File: config.mk
export PLATFORM = sky130hd
export DESIGN_NAME = ex_alu_issue_flat
export DESIGN_NICKNAME = d
export VERILOG_FILES = /design/src/rtl/ex_alu_issue_if.sv /design/src/rtl/ex_alu_issue.sv /design/src/flat_wrapper.sv
export SDC_FILE = /design/constraint.sdc
export NUM_CORES = 1
export LEC_CHECK = 0
export ABC_CLOCK_PERIOD_IN_PS = 1400
export BUFFER_PORTS_ARGS = -buffer_cell sky130_fd_sc_hd__buf_2
export CELL_PAD_IN_SITES_DETAIL_PLACEMENT = 1
export CELL_PAD_IN_SITES_GLOBAL_PLACEMENT = 1
export CORE_MARGIN = 5
export CORE_UTILIZATION = 23
export DETAILED_ROUTE_END_ITERATION = 12
export GPL_ROUTABILITY_DRIVEN = 1
export MAX_ROUTING_LAYER = met4
export PLACE_DENSITY_LB_ADDON = 0.3
export SETUP_SLACK_MARGIN = 0.15
export SLEW_MARGIN = 20
export SYNTH_ARGS = -nofsm -noshare
export SYNTH_HDL_FRONTEND = slang
export SYNTH_SLANG_ARGS = --single-unit
export TNS_END_PERCENT = 5
File: constraint.sdc
create_clock -name clk -period 1.4 [get_ports clk]
set_input_delay 0.07 -clock clk [delete_from_list [all_inputs] [get_ports clk]]
set_output_delay 0.07 -clock clk [all_outputs]
set_load 0.02 [all_outputs]
File: src/rtl/ex_alu_issue_if.sv
// ID/EX issue channel and EX/MEM result channel of the execute-stage ALU initiator.
// slave is the execute stage's view; master is the surrounding pipeline's view.
interface ex_alu_issue_if #(
  parameter int XLEN = 32
);
  logic            id_valid;
  logic            id_ready;
  logic [6:0]      id_opcode;
  logic [2:0]      id_funct3;
  logic            id_funct7b5;
  logic [XLEN-1:0] id_rs1_val;
  logic [XLEN-1:0] id_rs2_val;
  logic [XLEN-1:0] id_imm;
  logic [4:0]      id_rd;

  logic            ex_valid;
  logic            ex_ready;
  logic [XLEN-1:0] ex_result;
  logic [4:0]      ex_rd;
  logic            ex_br_taken;
  logic            ex_illegal;

  modport slave (
    input  id_valid, id_opcode, id_funct3, id_funct7b5,
    input  id_rs1_val, id_rs2_val, id_imm, id_rd,
    output id_ready,
    output ex_valid, ex_result, ex_rd, ex_br_taken, ex_illegal,
    input  ex_ready
  );

  modport master (
    output id_valid, id_opcode, id_funct3, id_funct7b5,
    output id_rs1_val, id_rs2_val, id_imm, id_rd,
    input  id_ready,
    input  ex_valid, ex_result, ex_rd, ex_br_taken, ex_illegal,
    output ex_ready
  );
endinterface

File: src/rtl/ex_alu_issue.sv
// Execute-stage initiator: decodes an ID/EX instruction, drives an external
// combinational ALU and captures its result into a single-entry EX/MEM register.
module ex_alu_issue #(
  parameter int XLEN  = 32,
  parameter int CNT_W = 16
) (
  input  logic             clk,
  input  logic             rst_n,
  ex_alu_issue_if.slave    bus,
  output logic [XLEN-1:0]  alu_a,
  output logic [XLEN-1:0]  alu_b,
  output logic [2:0]       alu_op,
  input  logic [XLEN-1:0]  alu_y,
  input  logic             alu_zero,
  input  logic             flush,
  output logic [CNT_W-1:0] stall_cnt
);

  localparam logic [6:0] OPC_R      = 7'b0110011;
  localparam logic [6:0] OPC_I      = 7'b0010011;
  localparam logic [6:0] OPC_LOAD   = 7'b0000011;
  localparam logic [6:0] OPC_STORE  = 7'b0100011;
  localparam logic [6:0] OPC_BRANCH = 7'b1100011;

  localparam logic [2:0] ALU_ADD = 3'b000;
  localparam logic [2:0] ALU_SUB = 3'b001;
  localparam logic [2:0] ALU_AND = 3'b010;
  localparam logic [2:0] ALU_OR  = 3'b011;
  localparam logic [2:0] ALU_ILL = 3'b111;

  logic            op_legal;
  logic            use_imm;
  logic            is_branch;
  logic [2:0]      op_dec;
  logic            br_taken_d;
  logic [4:0]      rd_d;
  logic            accept;

  logic            ex_valid_q;
  logic [XLEN-1:0] ex_result_q;
  logic [4:0]      ex_rd_q;
  logic            ex_br_taken_q;
  logic            ex_illegal_q;
  logic [CNT_W-1:0] stall_q;

  // Decode: anything not explicitly recognised stays illegal.
  always_comb begin
    op_legal  = 1'b0;
    use_imm   = 1'b0;
    is_branch = 1'b0;
    op_dec    = ALU_ILL;
    case (bus.id_opcode)
      OPC_R: begin
        case (bus.id_funct3)
          3'b000: begin
            op_legal = 1'b1;
            op_dec   = bus.id_funct7b5 ? ALU_SUB : ALU_ADD;
          end
          3'b111: begin
            op_legal = ~bus.id_funct7b5;
            op_dec   = ALU_AND;
          end
          3'b110: begin
            op_legal = ~bus.id_funct7b5;
            op_dec   = ALU_OR;
          end
          default: op_legal = 1'b0;
        endcase
      end
      OPC_I: begin
        use_imm = 1'b1;
        case (bus.id_funct3)
          3'b000: begin
            op_legal = 1'b1;
            op_dec   = ALU_ADD;
          end
          3'b111: begin
            op_legal = 1'b1;
            op_dec   = ALU_AND;
          end
          3'b110: begin
            op_legal = 1'b1;
            op_dec   = ALU_OR;
          end
          default: op_legal = 1'b0;
        endcase
      end
      OPC_LOAD, OPC_STORE: begin
        use_imm  = 1'b1;
        op_legal = 1'b1;
        op_dec   = ALU_ADD;
      end
      OPC_BRANCH: begin
        is_branch = 1'b1;
        op_dec    = ALU_SUB;
        op_legal  = (bus.id_funct3 == 3'b000) || (bus.id_funct3 == 3'b001);
      end
      default: op_legal = 1'b0;
    endcase
  end

  assign alu_op = op_legal ? op_dec : ALU_ILL;
  assign alu_a  = bus.id_rs1_val;
  assign alu_b  = use_imm ? bus.id_imm : bus.id_rs2_val;

  // Only BEQ/BNE survive decode as branches, so funct3[0] picks the polarity.
  assign br_taken_d = is_branch & op_legal &
                      (bus.id_funct3[0] ? ~alu_zero : alu_zero);
  assign rd_d       = (is_branch | ~op_legal) ? 5'd0 : bus.id_rd;

  assign bus.id_ready = ~ex_valid_q | bus.ex_ready;
  assign accept       = bus.id_valid & bus.id_ready & ~flush;

  always_ff @(posedge clk or negedge rst_n) begin
    if (!rst_n) begin
      ex_valid_q    <= 1'b0;
      ex_result_q   <= '0;
      ex_rd_q       <= 5'd0;
      ex_br_taken_q <= 1'b0;
      ex_illegal_q  <= 1'b0;
    end else if (flush) begin
      ex_valid_q <= 1'b0;
    end else if (accept) begin
      ex_valid_q    <= 1'b1;
      ex_result_q   <= alu_y;
      ex_rd_q       <= rd_d;
      ex_br_taken_q <= br_taken_d;
      ex_illegal_q  <= ~op_legal;
    end else if (ex_valid_q && bus.ex_ready) begin
      ex_valid_q <= 1'b0;
    end
  end

  // Backpressure counter survives flush; only reset clears it.
  always_ff @(posedge clk or negedge rst_n) begin
    if (!rst_n) begin
      stall_q <= '0;
    end else if (ex_valid_q && !bus.ex_ready && (stall_q != {CNT_W{1'b1}})) begin
      stall_q <= stall_q + CNT_W'(1);
    end
  end

  assign bus.ex_valid    = ex_valid_q;
  assign bus.ex_result   = ex_result_q;
  assign bus.ex_rd       = ex_rd_q;
  assign bus.ex_br_taken = ex_br_taken_q;
  assign bus.ex_illegal  = ex_illegal_q;
  assign stall_cnt       = stall_q;

endmodule

File: src/flat_wrapper.sv
// flat-port wrapper written by rule: the top's interface ports become plain ports
module ex_alu_issue_flat 
#(
  parameter int XLEN  = 32,
  parameter int CNT_W = 16
)
  (clk, rst_n, alu_a, alu_b, alu_op, alu_y, alu_zero, flush, stall_cnt, bus_id_valid, bus_id_opcode, bus_id_funct3, bus_id_funct7b5, bus_id_rs1_val, bus_id_rs2_val, bus_id_imm, bus_id_rd, bus_id_ready, bus_ex_valid, bus_ex_result, bus_ex_rd, bus_ex_br_taken, bus_ex_illegal, bus_ex_ready);
  ex_alu_issue_if #(.XLEN(XLEN)) bus_i ();
  input  logic clk;
  input  logic rst_n;
  output logic [XLEN-1:0] alu_a;
  output logic [XLEN-1:0] alu_b;
  output logic [2:0] alu_op;
  input  logic [XLEN-1:0] alu_y;
  input  logic alu_zero;
  input  logic flush;
  output logic [CNT_W-1:0] stall_cnt;
  input wire logic [$bits(bus_i.id_valid)-1:0] bus_id_valid;
  input wire logic [$bits(bus_i.id_opcode)-1:0] bus_id_opcode;
  input wire logic [$bits(bus_i.id_funct3)-1:0] bus_id_funct3;
  input wire logic [$bits(bus_i.id_funct7b5)-1:0] bus_id_funct7b5;
  input wire logic [$bits(bus_i.id_rs1_val)-1:0] bus_id_rs1_val;
  input wire logic [$bits(bus_i.id_rs2_val)-1:0] bus_id_rs2_val;
  input wire logic [$bits(bus_i.id_imm)-1:0] bus_id_imm;
  input wire logic [$bits(bus_i.id_rd)-1:0] bus_id_rd;
  output wire logic [$bits(bus_i.id_ready)-1:0] bus_id_ready;
  output wire logic [$bits(bus_i.ex_valid)-1:0] bus_ex_valid;
  output wire logic [$bits(bus_i.ex_result)-1:0] bus_ex_result;
  output wire logic [$bits(bus_i.ex_rd)-1:0] bus_ex_rd;
  output wire logic [$bits(bus_i.ex_br_taken)-1:0] bus_ex_br_taken;
  output wire logic [$bits(bus_i.ex_illegal)-1:0] bus_ex_illegal;
  input wire logic [$bits(bus_i.ex_ready)-1:0] bus_ex_ready;
  assign bus_i.id_valid = bus_id_valid;
  assign bus_i.id_opcode = bus_id_opcode;
  assign bus_i.id_funct3 = bus_id_funct3;
  assign bus_i.id_funct7b5 = bus_id_funct7b5;
  assign bus_i.id_rs1_val = bus_id_rs1_val;
  assign bus_i.id_rs2_val = bus_id_rs2_val;
  assign bus_i.id_imm = bus_id_imm;
  assign bus_i.id_rd = bus_id_rd;
  assign bus_id_ready = bus_i.id_ready;
  assign bus_ex_valid = bus_i.ex_valid;
  assign bus_ex_result = bus_i.ex_result;
  assign bus_ex_rd = bus_i.ex_rd;
  assign bus_ex_br_taken = bus_i.ex_br_taken;
  assign bus_ex_illegal = bus_i.ex_illegal;
  assign bus_i.ex_ready = bus_ex_ready;
  ex_alu_issue #(.XLEN(XLEN), .CNT_W(CNT_W)) u_core (.clk(clk), .rst_n(rst_n), .bus(bus_i), .alu_a(alu_a), .alu_b(alu_b), .alu_op(alu_op), .alu_y(alu_y), .alu_zero(alu_zero), .flush(flush), .stall_cnt(stall_cnt));
endmodule
* Word-level counts from Yosys, hierarchy flattened
Cells that the tools add are included.
** Operators by class
- Bitwise logic cells :: 11
- Equality and inequality tests :: 9
- $add $sub $neg :: 1
- Mux-type cells :: 16
- Reduce and logical (&&, ||, !) cells :: 12
** Operators by type and width (count)
- $mux 32 :: 1
- $pmux 3 s3 :: 2
- $add 16x1->16 const B :: 1
- $ne 16x16->1 const B :: 1
- $eq 7x6->1 const B :: 2
- $pmux 3 s4 :: 1
- $mux 1 :: 8
- $eq 7x2->1 const B :: 1
- $eq 7x5->1 const B :: 1
- $eq 7x7->1 const B :: 1
- $eq 3x3->1 const B :: 2
- $reduce_or 3->1 :: 2
- $mux 5 :: 1
- $not 1->1 :: 5
- $and 1x1->1 :: 4
- $pmux 1 s4 :: 1
- $reduce_or 2->1 :: 2
- $eq 3x1->1 const B :: 1
- $logic_and 1x1->1 :: 3
- $logic_not 3->1 :: 1
- $mux 3 :: 1
- $reduce_bool 3->1 :: 1
- $or 1x1->1 :: 2
- $pmux 1 s2 :: 1
- 3 further kinds :: 3
** Word-level totals
- Word-level logic and storage cells :: 55
- Input bits :: 150
- Bits in registers :: 56

* Longest topological paths before layout
- Depth in word-level cells :: 7
- Gate-level depth with buffers :: 7

* Least setup slack after synthesis
OpenSTA, ideal clock, no wires.
- Path kind :: register to register
- Start :: register u_core.stall_q[0] (netlist: u_core.stall_cnt[0])
- End :: register u_core.stall_q[1] (netlist: u_core.stall_cnt[1])
- Path buffers :: 0
- Library setup time :: 0.125 ns
- Period minus slack after synthesis :: 1.691 ns
- Data arrival time :: 1.566 ns
- Slack :: -0.291 ns
- Cell stages (with the launch flop) :: 6
- Cells stage by stage :: dfrtp_1 > ha_1 > nand3_1 > nor4_4 > nor2_2 > mux2_4
** On the way
- Longest elaborated chain between the ends :: 2
- Elaborated cells on any way between the ends :: 3
- Classes of those cells :: 1 x add/sub; 1 x eq/ne; 1 x reduce/logical
** RTL lines
- start, declared :: line ex_alu_issue.sv:44 : logic [CNT_W-1:0] stall_q;
- start signal, assigned :: line ex_alu_issue.sv:139 : stall_q <= stall_q + CNT_W'(1);
- branches (longest 2 deep; another with $add 16x1->16)
Parallel ways; which one is timed is not known.
A chain may end at the register's enable or synchronous reset.

* Worst setup path after layout
- Start :: input port bus_id_opcode[3]
- End :: output port alu_b[22]
** On the way
- Longest elaborated chain between the ends :: 4
- Elaborated cells on any way between the ends :: 6
- Classes of those cells :: 3 x eq/ne; 2 x mux; 1 x reduce/logical
** RTL lines
- start, declared :: line flat_wrapper.sv:19 : input wire logic [$bits(bus_i.id_opcode)-1:0] bus_id_opcode;
- $eq 7x2->1 (tied with other cells) :: line ex_alu_issue.sv:52 : case (bus.id_opcode)
- $reduce_or 3->1 (no line) (*)
- $mux 1 (*) :: line ex_alu_issue.sv:52
- $mux 32 (*) :: line ex_alu_issue.sv:104 : assign alu_b = use_imm ? bus.id_imm : bus.id_rs2_val;
- end, declared :: line flat_wrapper.sv:12 : output logic [XLEN-1:0] alu_b;
Mark *: on every way between the ends. The rest lies on a longest branch, timed or not.

==> reports/results.tsv <==
metric	value	unit
status	finished, violations left	
violations	negative setup slack	
slew_viol_final	0	
syn_nets	467	
firstDrtPassIters	4	
cp.required	1.33	ns
power_density	962	mW/mm^2
root_buffer	clkbuf_16	
overflow	0	
async_flop_share	1.00	
ant_nets	0	
htreeDepth	2	
whs	0.00365	ns
tritoncts	yes	
seqCellArea	0.00142	mm^2
ys_seq_area_frac	0.458	
r2r_slack	-0.06	ns
cts_buffers	5	
core.rowCount	42	
r2r-start	u_core.bus.ex_valid	
fmax	0.639	GHz
drc	0	
worst-path-max-fanout	8	
place.port_buffers	209	
synth_seq_cells	56	
clk_path_buf_depth	2	
swShare	0.323	
startpoint_type	input pin	
finalInstanceArea	0.00536	mm^2
pre_cts_slack	-0.209	ns
r2r_end	u_core.bus.ex_rd[4]	
final_cells	748	
die-area	0.0157	mm^2
vias	3229	
drtIter0Drc	88	
detail_route.vias_per_cell	4.32	
hold_start	bus_id_rd[4]	
seq_power_share	0.388	
synth_top_area_frac	0.458	
die_y	125	um
die_w	125	um
start_util	0.233	
syn_area_per_cell	9.68	um^2
nFillCells	1583	
yosys.area.top_type	dfrtp_1	
finalHoldViolations	0	
drt-total-wl	13000	um
synth_edf_count	0	
wl_per_cell	17.3	um
switchingPower	1.66	mW
worst_pin_slew	0.360	ns
ys_top_cells_by_area	dfrtp_1 46%, nand2_1 13%, mux2_2 11%	
yosysMostFrequentCell	nand2_1	
clock_sinks	56	
hold_path_depth	2	
dpl_cell_area	0.00438	mm^2
post-route-period-util	1.12	
grt_pass1_vias	3722	
grt_use_total	0.169	
layout.nets	721	
reg2reg_depth	5	
slew-limit-headroom	0.756	
synth.distinct_cells	40	
grt_max_degree	57	
core	0.0131	mm^2
synthCells	316	
dp.cells	695	
synthFlopType	dfrtp_1	
combPwrFrac	0.336	
syn_to_final_growth	75.3	%
p_leak	2.83	nW
drive_above_1_share	0.580	
worst_ep_arrival_time	1.49	ns
setup_ws	-0.164	ns
dpl.hpwl	9920	um
post-route-min-period	1.56	ns
rsz0062_at_grt	true	
ys_warn_count	0	
grt_pass1_wl	20400	um
clockPowerShare	0.276	
clkLatencyLatePin	0.29	ns
path_class	input pin to output pin	
cap_violations	0	
cellInternalPower	3.49	mW
clkSlewWorstSetupHoldPaths	0.07	ns
gp_congestion	0.926	
holdPathEnd	u_core.bus.ex_rd[4]	
final-setup-viol-count	43	
min_path_type	input pin to flip-flop	
antenna_found_initial	1	
syn_area	0.00306	mm^2
clock_skew	0.00865	ns
io-pin-count	274	
end_kind	output pin	
synth_commonest_cells	107 x nand2_1, 56 x dfrtp_1, 35 x buf_4	
peakVddDrop	0.000464	V
multiInputGateArea	0.00154	mm^2
flip-flops by register name, indices dropped and copies added, names as in the netlist:
register,flops
u_core.bus.ex_br_taken,1
u_core.bus.ex_illegal,1
u_core.bus.ex_rd,5
u_core.bus.ex_result,32
u_core.bus.ex_valid,1
u_core.stall_cnt,16
worst max path at each step:
stage,cells after the start,from,to
global route,7,bus_id_opcode[3],alu_b[26]
CTS,8,bus_id_opcode[2],alu_b[19]
detailed placement,6,bus_id_opcode[3],alu_b[15]
finish,8,bus_id_opcode[3],alu_b[22]
floorplan,5,u_core.stall_cnt[0],u_core.stall_cnt[1]
global placement,6,bus_id_opcode[3],alu_b[15]
area by class of cell:
type                    count  share of cell area
repair buffers            289               0.373
multi-input cells         214               0.288
flip-flops and latches     56               0.264
well taps                 176              0.0411
clock buffers               6              0.0240
clock inverters             2             0.00653
inverters                   4             0.00327
diodes                      1            0.000467
cells in the final DEF (no fill, tap or decap), types with 3 or more instances in the layout:
| cell type | n |
|---|---|
| dfrtp_1 | 45 |
| inv_1 | 3 |
| nand4_1 | 5 |
| buf_2 | 185 |
| nand3_1 | 4 |
| buf_6 | 25 |
| xor2_1 | 9 |
| mux2_2 | 15 |
| a21oi_1 | 3 |
| nor4_2 | 3 |
| nand2_1 | 104 |
| clkbuf_16 | 5 |
| mux2_4 | 19 |
| a22o_1 | 5 |
| dfrtp_2 | 11 |
| nor2_1 | 5 |
| nand2_2 | 3 |
| xnor2_1 | 4 |
| nor3_1 | 4 |
| buf_4 | 35 |
| dlygate4sd3_1 | 36 |
| buf_12 | 5 |
layer usage:
layer,GRT usage,up-vias,share of wire
li1,-,1533,-
met1,0.172,1522,0.36
met2,0.309,153,0.54
met3,0.0435,21,0.069
met4,0.0676,0,0.040
met5,-,-,0
metrics by stage:
| stage | TNS [ns] | util | total power, mW |
|---|---|---|---|
| 5_1_grt | -9.48 | 0.408 | 5.48 |
| 3_5_place_dp | -6.96 | 0.334 | 3.58 |
| 2_1_floorplan | -3.53 | - | 2.90 |
| 4_1_cts | -4.81 | 0.402 | 5.23 |
| 3_3_place_gp | -5.08 | 0.334 | 3.52 |
| 6_report | -5.16 | 0.408 | 5.16 |
worst max-delay path, stage by stage:
cell,delay [ns]
buf_8,0.10
nor4_4,0.28
a21boi_4,0.24
buf_6,0.12
buf_12,0.10
buf_16,0.13
mux2_4,0.31
buf_6,0.13
power groups by stage:
stage	registers, mW	logic [mW]	clock network (mW)
2_1_floorplan	2.32	0.581	0
3_3_place_gp	2.02	1.50	0
3_5_place_dp	2.03	1.55	0
4_1_cts	2.01	1.75	1.47
5_1_grt	2.03	1.90	1.55
6_report	2.00	1.73	1.42
cells by family after synthesis:
group                    count (synthesis)  synth area share
buffers and inverters                   46             0.100
multiplexers                            35             0.130
AO/OA/AOI/OAI                           16            0.0409
XOR/XNOR                                13            0.0372
adder cells (fa/ha/maj)                  1           0.00409
flip-flops                              56             0.458
AND/OR/NAND/NOR                        149             0.229
timing repair:
action	CTS	global route
cloned	2	0
gates resized for setup	76	17
hold buffers	36	0
endpoints found under the hold margin	91	0
pin swaps	13	10
endpoints found under the setup margin	90	90
setup buffers	6	0
(Power assumes the default switching activity.)
